[src/rtl/valu_rr_sched_if.sv]
// valu_rr_sched_if: requester, ALU and control signals of the shared vector-ALU scheduler
interface valu_rr_sched_if #(
  parameter int NUM_REQ = 4,
  parameter int VECTOR_WIDTH = 64,
  parameter int VECTOR_BYTE = 8,
  parameter int ADDR_WIDTH = 32
);
  logic [NUM_REQ-1:0] req_valid;
  logic [NUM_REQ-1:0] req_ready;
  logic [NUM_REQ*VECTOR_WIDTH-1:0] req_vec1;
  logic [NUM_REQ*VECTOR_WIDTH-1:0] req_vec2;
  logic [NUM_REQ*VECTOR_BYTE-1:0] req_byte_en;
  logic [NUM_REQ*ADDR_WIDTH-1:0] req_addr;
  logic alu_valid;
  logic [VECTOR_WIDTH-1:0] alu_vec1;
  logic [VECTOR_WIDTH-1:0] alu_vec2;
  logic [VECTOR_BYTE-1:0] alu_byte_en;
  logic [ADDR_WIDTH-1:0] alu_addr;
  logic [VECTOR_WIDTH-1:0] alu_out_vec;
  logic [ADDR_WIDTH-1:0] alu_out_addr;
  logic [NUM_REQ-1:0] resp_valid;
  logic [VECTOR_WIDTH-1:0] resp_vec;
  logic [ADDR_WIDTH-1:0] resp_addr;
  logic flush_req;
  logic flush_done;
  logic [NUM_REQ*16-1:0] grant_cnt;
  logic stats_clr;
  modport master (
    output req_valid, req_vec1, req_vec2, req_byte_en, req_addr, alu_out_vec, alu_out_addr, flush_req, stats_clr,
    input req_ready, alu_valid, alu_vec1, alu_vec2, alu_byte_en, alu_addr, resp_valid, resp_vec, resp_addr, flush_done, grant_cnt
  );
  modport slave (
    input req_valid, req_vec1, req_vec2, req_byte_en, req_addr, alu_out_vec, alu_out_addr, flush_req, stats_clr,
    output req_ready, alu_valid, alu_vec1, alu_vec2, alu_byte_en, alu_addr, resp_valid, resp_vec, resp_addr, flush_done, grant_cnt
  );
endinterface

[src/rtl/valu_rr_sched.sv]
// valu_rr_sched: round-robin sharing of one fixed-latency vector ALU with tag-tracked responses and a flush/drain FSM
// Optional per-requester grant counters are built when VALU_SCHED_STATS_EN is defined.
module valu_rr_sched #(
  parameter int NUM_REQ = 4,
  parameter int VECTOR_WIDTH = 64,
  parameter int VECTOR_BYTE = 8,
  parameter int ADDR_WIDTH = 32,
  parameter int ALU_LATENCY = 1
) (
  input logic clk,
  input logic rst,
  valu_rr_sched_if.slave bus
);
  localparam int IW = $clog2(NUM_REQ);
  typedef enum logic [1:0] {RUN, DRAIN, DONE} state_t;
  state_t state_q;
  logic flush_done_q;
  logic gnt_any, hs, drained;
  logic [IW-1:0] gnt_id;
  logic [IW-1:0] ptr_q, ptr_d;
  logic [IW-1:0] issue_id_q, issue_id_d;
  logic alu_valid_q, alu_valid_d;
  logic [VECTOR_WIDTH-1:0] alu_vec1_q, alu_vec1_d, alu_vec2_q, alu_vec2_d;
  logic [VECTOR_BYTE-1:0] alu_byte_en_q, alu_byte_en_d;
  logic [ADDR_WIDTH-1:0] alu_addr_q, alu_addr_d;
  logic [ALU_LATENCY-1:0] tag_v_q, tag_v_d;
  logic [IW-1:0] tag_id_q [ALU_LATENCY];
  logic [IW-1:0] tag_id_d [ALU_LATENCY];
  logic [NUM_REQ-1:0] resp_valid_q, resp_valid_d;
  logic [VECTOR_WIDTH-1:0] resp_vec_q, resp_vec_d;
  logic [ADDR_WIDTH-1:0] resp_addr_q, resp_addr_d;
  function automatic logic [IW-1:0] wrap_add(input logic [IW-1:0] a, input int b);
    return IW'((int'(a) + b) % NUM_REQ);
  endfunction
  // first valid requester at or after the pointer, wrapping; lower search offsets override higher ones
  always_comb begin
    gnt_any = 1'b0;
    gnt_id = ptr_q;
    for (int k = NUM_REQ - 1; k >= 0; k--) begin
      if (bus.req_valid[wrap_add(ptr_q, k)]) begin
        gnt_any = 1'b1;
        gnt_id = wrap_add(ptr_q, k);
      end
    end
  end
  // grants only while staying in RUN, so a flush request blocks the same-cycle grant
  assign hs = gnt_any && state_q == RUN && !bus.flush_req && !rst;
  assign bus.req_ready = hs ? NUM_REQ'(1) << gnt_id : '0;
  assign drained = !alu_valid_q && !(|tag_v_q) && !(|resp_valid_q);
  // next-state of pointer, issue registers, tag pipe and response registers
  always_comb begin
    ptr_d = hs ? wrap_add(gnt_id, 1) : ptr_q;
    alu_valid_d = hs;
    issue_id_d = hs ? gnt_id : issue_id_q;
    alu_vec1_d = hs ? bus.req_vec1[gnt_id*VECTOR_WIDTH +: VECTOR_WIDTH] : alu_vec1_q;
    alu_vec2_d = hs ? bus.req_vec2[gnt_id*VECTOR_WIDTH +: VECTOR_WIDTH] : alu_vec2_q;
    alu_byte_en_d = hs ? bus.req_byte_en[gnt_id*VECTOR_BYTE +: VECTOR_BYTE] : alu_byte_en_q;
    alu_addr_d = hs ? bus.req_addr[gnt_id*ADDR_WIDTH +: ADDR_WIDTH] : alu_addr_q;
    tag_v_d = tag_v_q;
    tag_id_d = tag_id_q;
    tag_v_d[0] = alu_valid_q && alu_byte_en_q[0];
    tag_id_d[0] = issue_id_q;
    for (int j = 1; j < ALU_LATENCY; j++) begin
      tag_v_d[j] = tag_v_q[j-1];
      tag_id_d[j] = tag_id_q[j-1];
    end
    resp_valid_d = tag_v_q[ALU_LATENCY-1] ? NUM_REQ'(1) << tag_id_q[ALU_LATENCY-1] : '0;
    resp_vec_d = tag_v_q[ALU_LATENCY-1] ? bus.alu_out_vec : resp_vec_q;
    resp_addr_d = tag_v_q[ALU_LATENCY-1] ? bus.alu_out_addr : resp_addr_q;
  end
  // datapath state; reset discards every in-flight tag
  always_ff @(posedge clk) begin
    if (rst) begin
      ptr_q <= '0;
      issue_id_q <= '0;
      alu_valid_q <= 1'b0;
      alu_vec1_q <= '0;
      alu_vec2_q <= '0;
      alu_byte_en_q <= '0;
      alu_addr_q <= '0;
      tag_v_q <= '0;
      tag_id_q <= '{default: '0};
      resp_valid_q <= '0;
      resp_vec_q <= '0;
      resp_addr_q <= '0;
    end else begin
      ptr_q <= ptr_d;
      issue_id_q <= issue_id_d;
      alu_valid_q <= alu_valid_d;
      alu_vec1_q <= alu_vec1_d;
      alu_vec2_q <= alu_vec2_d;
      alu_byte_en_q <= alu_byte_en_d;
      alu_addr_q <= alu_addr_d;
      tag_v_q <= tag_v_d;
      tag_id_q <= tag_id_d;
      resp_valid_q <= resp_valid_d;
      resp_vec_q <= resp_vec_d;
      resp_addr_q <= resp_addr_d;
    end
  end
  // flush FSM: RUN -> DRAIN until nothing is in flight -> DONE for one pulse -> RUN
  always_ff @(posedge clk) begin
    if (rst) begin
      state_q <= RUN;
      flush_done_q <= 1'b0;
    end else begin
      flush_done_q <= state_q == DRAIN && drained;
      state_q <= state_q == RUN ? (bus.flush_req ? DRAIN : RUN) :
                 state_q == DRAIN ? (drained ? DONE : DRAIN) : RUN;
    end
  end
  assign bus.alu_valid = alu_valid_q;
  assign bus.alu_vec1 = alu_vec1_q;
  assign bus.alu_vec2 = alu_vec2_q;
  assign bus.alu_byte_en = alu_byte_en_q;
  assign bus.alu_addr = alu_addr_q;
  assign bus.resp_valid = resp_valid_q;
  assign bus.resp_vec = resp_vec_q;
  assign bus.resp_addr = resp_addr_q;
  assign bus.flush_done = flush_done_q;
`ifdef VALU_SCHED_STATS_EN
  logic [15:0] cnt_q [NUM_REQ];
  logic [15:0] cnt_d [NUM_REQ];
  // saturating grant counters; clear takes priority over a same-cycle grant
  always_comb begin
    for (int i = 0; i < NUM_REQ; i++)
      cnt_d[i] = bus.stats_clr ? 16'd0 : (hs && gnt_id == IW'(i) && cnt_q[i] != 16'hFFFF) ? cnt_q[i] + 16'd1 : cnt_q[i];
  end
  // counter state
  always_ff @(posedge clk) begin
    if (rst) cnt_q <= '{default: '0};
    else cnt_q <= cnt_d;
  end
  for (genvar g = 0; g < NUM_REQ; g++) begin : g_cnt
    assign bus.grant_cnt[g*16 +: 16] = cnt_q[g];
  end
`else
  logic unused_stats;
  assign unused_stats = bus.stats_clr;
  assign bus.grant_cnt = '0;
`endif
endmodule

[src/flat_wrapper.sv]
// flat-port wrapper written by rule: the top's interface ports become plain ports
module valu_rr_sched_flat 
#(
  parameter int NUM_REQ = 4,
  parameter int VECTOR_WIDTH = 64,
  parameter int VECTOR_BYTE = 8,
  parameter int ADDR_WIDTH = 32,
  parameter int ALU_LATENCY = 1
)
  (clk, rst, bus_req_valid, bus_req_vec1, bus_req_vec2, bus_req_byte_en, bus_req_addr, bus_alu_out_vec, bus_alu_out_addr, bus_flush_req, bus_stats_clr, bus_req_ready, bus_alu_valid, bus_alu_vec1, bus_alu_vec2, bus_alu_byte_en, bus_alu_addr, bus_resp_valid, bus_resp_vec, bus_resp_addr, bus_flush_done, bus_grant_cnt);
  valu_rr_sched_if #(.NUM_REQ(NUM_REQ), .VECTOR_WIDTH(VECTOR_WIDTH), .VECTOR_BYTE(VECTOR_BYTE), .ADDR_WIDTH(ADDR_WIDTH)) bus_i ();
  input logic clk;
  input logic rst;
  input wire logic [$bits(bus_i.req_valid)-1:0] bus_req_valid;
  input wire logic [$bits(bus_i.req_vec1)-1:0] bus_req_vec1;
  input wire logic [$bits(bus_i.req_vec2)-1:0] bus_req_vec2;
  input wire logic [$bits(bus_i.req_byte_en)-1:0] bus_req_byte_en;
  input wire logic [$bits(bus_i.req_addr)-1:0] bus_req_addr;
  input wire logic [$bits(bus_i.alu_out_vec)-1:0] bus_alu_out_vec;
  input wire logic [$bits(bus_i.alu_out_addr)-1:0] bus_alu_out_addr;
  input wire logic [$bits(bus_i.flush_req)-1:0] bus_flush_req;
  input wire logic [$bits(bus_i.stats_clr)-1:0] bus_stats_clr;
  output wire logic [$bits(bus_i.req_ready)-1:0] bus_req_ready;
  output wire logic [$bits(bus_i.alu_valid)-1:0] bus_alu_valid;
  output wire logic [$bits(bus_i.alu_vec1)-1:0] bus_alu_vec1;
  output wire logic [$bits(bus_i.alu_vec2)-1:0] bus_alu_vec2;
  output wire logic [$bits(bus_i.alu_byte_en)-1:0] bus_alu_byte_en;
  output wire logic [$bits(bus_i.alu_addr)-1:0] bus_alu_addr;
  output wire logic [$bits(bus_i.resp_valid)-1:0] bus_resp_valid;
  output wire logic [$bits(bus_i.resp_vec)-1:0] bus_resp_vec;
  output wire logic [$bits(bus_i.resp_addr)-1:0] bus_resp_addr;
  output wire logic [$bits(bus_i.flush_done)-1:0] bus_flush_done;
  output wire logic [$bits(bus_i.grant_cnt)-1:0] bus_grant_cnt;
  assign bus_i.req_valid = bus_req_valid;
  assign bus_i.req_vec1 = bus_req_vec1;
  assign bus_i.req_vec2 = bus_req_vec2;
  assign bus_i.req_byte_en = bus_req_byte_en;
  assign bus_i.req_addr = bus_req_addr;
  assign bus_i.alu_out_vec = bus_alu_out_vec;
  assign bus_i.alu_out_addr = bus_alu_out_addr;
  assign bus_i.flush_req = bus_flush_req;
  assign bus_i.stats_clr = bus_stats_clr;
  assign bus_req_ready = bus_i.req_ready;
  assign bus_alu_valid = bus_i.alu_valid;
  assign bus_alu_vec1 = bus_i.alu_vec1;
  assign bus_alu_vec2 = bus_i.alu_vec2;
  assign bus_alu_byte_en = bus_i.alu_byte_en;
  assign bus_alu_addr = bus_i.alu_addr;
  assign bus_resp_valid = bus_i.resp_valid;
  assign bus_resp_vec = bus_i.resp_vec;
  assign bus_resp_addr = bus_i.resp_addr;
  assign bus_flush_done = bus_i.flush_done;
  assign bus_grant_cnt = bus_i.grant_cnt;
  valu_rr_sched #(.NUM_REQ(NUM_REQ), .VECTOR_WIDTH(VECTOR_WIDTH), .VECTOR_BYTE(VECTOR_BYTE), .ADDR_WIDTH(ADDR_WIDTH), .ALU_LATENCY(ALU_LATENCY)) u_core (.clk(clk), .rst(rst), .bus(bus_i));
endmodule
[config.mk]
export PLATFORM = sky130hd
export DESIGN_NAME = valu_rr_sched_flat
export DESIGN_NICKNAME = d
export VERILOG_FILES = /design/src/rtl/valu_rr_sched_if.sv /design/src/rtl/valu_rr_sched.sv /design/src/flat_wrapper.sv
export SDC_FILE = /design/constraint.sdc
export NUM_CORES = 1
export LEC_CHECK = 0
export BUFFER_PORTS_ARGS = -buffer_cell sky130_fd_sc_hd__buf_2
export CAP_MARGIN = 0
export CORE_AREA = 2 2 429 431
export DETAILED_ROUTE_END_ITERATION = 8
export DIE_AREA = 0 0 431 433
export SLEW_MARGIN = 10
export SYNTH_ARGS = -nofsm -noshare
export SYNTH_HDL_FRONTEND = slang
export SYNTH_SLANG_ARGS = --single-unit
[constraint.sdc]
create_clock -name clk -period 1.9 [get_ports clk]
set_input_delay 0.19 -clock clk [delete_from_list [all_inputs] [get_ports clk]]
set_output_delay 0.19 -clock clk [all_outputs]
set_load 0.005 [all_outputs]
==> results.sh <==
export IMPL_gr_total_overflow=0
export IMPL_vias=20710
export IMPL_die_w_um=431
export IMPL_netlist_area_mm2=0.01399
export IMPL_ant_nets=0
export IMPL_cts_tree="built"
export IMPL_reg2reg_depth=13
export IMPL_setup_violations=170
export IMPL_fillers=19670
export IMPL_synth_top_cell_by_area="dfxtp_1"
export IMPL_area_growth_syn_to_layout_pct=152.6
export IMPL_io_pins=1114
export IMPL_yosys_warnings=0
export IMPL_violations="setup timing"
export IMPL_drive_above_1_share=0.4677
export IMPL_grt_total_usage=0.1421
export IMPL_slowest_stage="dfxtp_4"
export IMPL_grt_pass1_wl_um=180900
export IMPL_period_share=1.220
export IMPL_arrival_ns=2.13
export IMPL_start_kind="flop"
export IMPL_ys_types=37
export IMPL_clk_latency_ns=0.65
export IMPL_synth_cells=1386
export IMPL_port_buffers=1048
export IMPL_ys_ff_latch=279
export IMPL_cp_depth=8
export IMPL_vdd_ir_drop_worst_mv=0.5881
export IMPL_status="complete, but fails checks"
export IMPL_cp_required_ns=1.71
export IMPL_rsz0062_at_grt="true"
export IMPL_start_util=0.07685
export IMPL_netlist_top_cells_area="dfxtp_1 (40%), mux2i_1 (31%), o221ai_1 (10%), nand2_1 (4.7%), buf_4 (4.3%)"
export IMPL_power_uw=23230
export IMPL_synth_top_area_frac=0.3991
export IMPL_critPathBufInv=3
export IMPL_placed_cells=4843
export IMPL_cts_clk_slew_worst_paths_ns=0.07
export IMPL_cpPeakStageDelay_ns=0.38
export IMPL_rows=157
export IMPL_clk_path_buf_depth=3
export IMPL_first_global_vias=21170
export IMPL_async_reset_ff_frac=0
export IMPL_crit_type="flop to output port"
export IMPL_crit_family="flip-flops"
export IMPL_power_leakage_uw=0.01580
export IMPL_drt_pass1_iterations=6
export IMPL_cts_buffers=39
export IMPL_fmax_ghz=0.4315
export IMPL_fin_ws_ns=-0.4177
export IMPL_synth_seq_area_share=0.3991
export IMPL_power_density_mw_per_mm2=657.2
export IMPL_holdCritPathClass="primary input to flop"
export IMPL_hpwl_um=108600
export IMPL_clock_skew_ns=0.02024
export IMPL_nets=4110
export IMPL_place_worst_setup_slack_ns=-1.057
export IMPL_maxCapViolCount=0
export IMPL_die_area_mm2=0.1866
export IMPL_hold_viol=0
export IMPL_worstHoldPathCells=3
export IMPL_post_drt_via_cell_ratio=3.577
export IMPL_critPathMaxFanout=4
export IMPL_grt_max_degree=50
export IMPL_final_cells=5791
export IMPL_wl_per_cell_um=24.73
export IMPL_drt_total_wl_um=143200
export IMPL_cts_sinks=279
export IMPL_final_core_util=0.1941
export IMPL_place_gp_congestion=0.9577
export IMPL_initialDrtViolationCount=1566
export IMPL_h_tree_depth=2
export IMPL_fp_dieH_um=433
export IMPL_core_area_mm2=0.1821
export IMPL_drv_slew=0
export IMPL_syn_area_per_cell_um2=10.10
export IMPL_synth_main_ff_cell="dfxtp_1"
export IMPL_period_minus_slack_ns=2.318
export IMPL_critical_path_most_common_cell="buf_6"
export IMPL_synth_edf_count=0
export IMPL_root_buffer="clkbuf_16"
export IMPL_end_kind="output port"
export IMPL_drcViolationCount=0
export IMPL_critical_path_cell_chain="nor2b_4 > or2_0 > o21a_2 > buf_6 > buf_6 > ha_4 > and2_4 > buf_6"
export IMPL_antenna_found_initial=101
[cell type report]
cell class / instances / area [um^2] / area share
timing repair buffer: 2020 / 16140 / 0.4565
inverter: 5 / 35.03 / 0.0009912
sequential: 279 / 5597 / 0.1583
clock inverter: 14 / 192.7 / 0.005451
tap: 2385 / 2984 / 0.08442
antenna: 47 / 117.6 / 0.003327
clock buffer: 56 / 1130 / 0.03196
multi-input combinational: 985 / 9154 / 0.2590
[worst register-to-register path, delay by kind of cell (launching register included)]
kind,cells,cell delay [ns]
flip-flops,1,0.38
AO/OA/AOI/OAI,2,0.25
multiplexers,1,0.19
AND/OR/NAND/NOR,2,0.34
buffers and inverters,8,0.97
[stage by stage]
step | cell area (um^2) | setup TNS (ns) | hold slack (ns)
2_1_floorplan | 14230 | 0 | 0.3372
3_3_place_gp | 22660 | -45.15 | 0.4259
3_5_place_dp | 22660 | -45.81 | 0.4320
4_1_cts | 34110 | -45.88 | 0.002167
5_1_grt | 35290 | -49.23 | 0.01301
6_report | 35350 | -38.73 | 0.02042
[cell families after synthesis]
family,after synthesis,share of synthesized area
adder cells (fa/ha/maj),4,0.003577
buffers and inverters,185,0.09058
AO/OA/AOI/OAI,181,0.1116
AND/OR/NAND/NOR,304,0.08584
flip-flops,279,0.3991
multiplexers,432,0.3090
other,1,0.0002680
[path summary, 6_finish.rpt]
kind | from | slack (ns) | end
setup reg to reg | u_core.ptr_q[0]$_SDFFE_PP0P_ | -0.35 | u_core.bus.alu_vec1[1]$_SDFFE_PP0P_
setup / recovery | u_core.ptr_q[0]$_SDFFE_PP0P_ | -0.42 | bus_req_ready[1]
hold reg to reg | u_core.tag_id_q[0]$_SDFF_PP0_ | 0.45 | u_core.bus.resp_valid[2]$_SDFF_PP0_
hold / removal | bus_req_vec1[25] | 0.02 | u_core.bus.alu_vec1[25]$_SDFFE_PP0P_
[Yosys cell counts, types with 4 or more instances]
cell type	count
clkbuf_4	9
o221ai_1	167
dfxtp_1	279
clkbuf_1	38
mux2i_1	432
buf_12	11
nor2b_1	7
ha_1	4
buf_2	32
and2_1	4
buf_1	7
nand2_1	176
nor2_1	105
buf_4	81
[metal layers]
| layer | GRT usage | routed length (um) |
|---|---|---|
| met5 | 0.005204 | 437 |
| met4 | 0.08179 | 9273 |
| met3 | 0.05411 | 14700 |
| met2 | 0.2252 | 65020 |
| met1 | 0.1628 | 53800 |
[state kept, by name, summed over array words and instances (netlist names)]
signal and flops:
u_core.bus.alu_vec2 64, u_core.tag_id_q 2, u_core.issue_id_q 2, u_core.bus.resp_valid 4, u_core.bus.alu_valid 1, u_core.ptr_q 2, u_core.bus.resp_vec 64, u_core.state_q 2
u_core.bus.flush_done 1, u_core.tag_v_q 1, u_core.bus.alu_byte_en 8, u_core.bus.resp_addr 32, u_core.bus.alu_addr 32, u_core.bus.alu_vec1 64
[where the power goes]
group / total [uW] / switching, uW / leakage [uW] / internal [uW]
Clock: 8030 / 3550 / 0.000647 / 4480
Combinational: 8480 / 3880 / 0.0129 / 4600
Sequential: 6720 / 375 / 0.00228 / 6350
[layout by cell type (no fill, tap or decap), types with 72 or more instances in the layout]
cell type	count
buf_2	1044
dlygate4sd3_1	747
mux2i_1	301
dfxtp_1	276
nand2_1	174
nor2_1	104
o221ai_1	85
o221ai_2	80
mux2i_4	74
buf_4	72
[what timing repair did]
item / in CTS / in global routing
gates resized for setup: 290 / 236
pin swaps: 72 / 56
buffers inserted: 64 / 22
endpoints found under the hold margin: 265 / 1
endpoints found under the setup margin: 172 / 172
hold buffers: 746 / 1
gates cloned: 29 / 2
No activity file was read; power rests on OpenSTA's default activity.
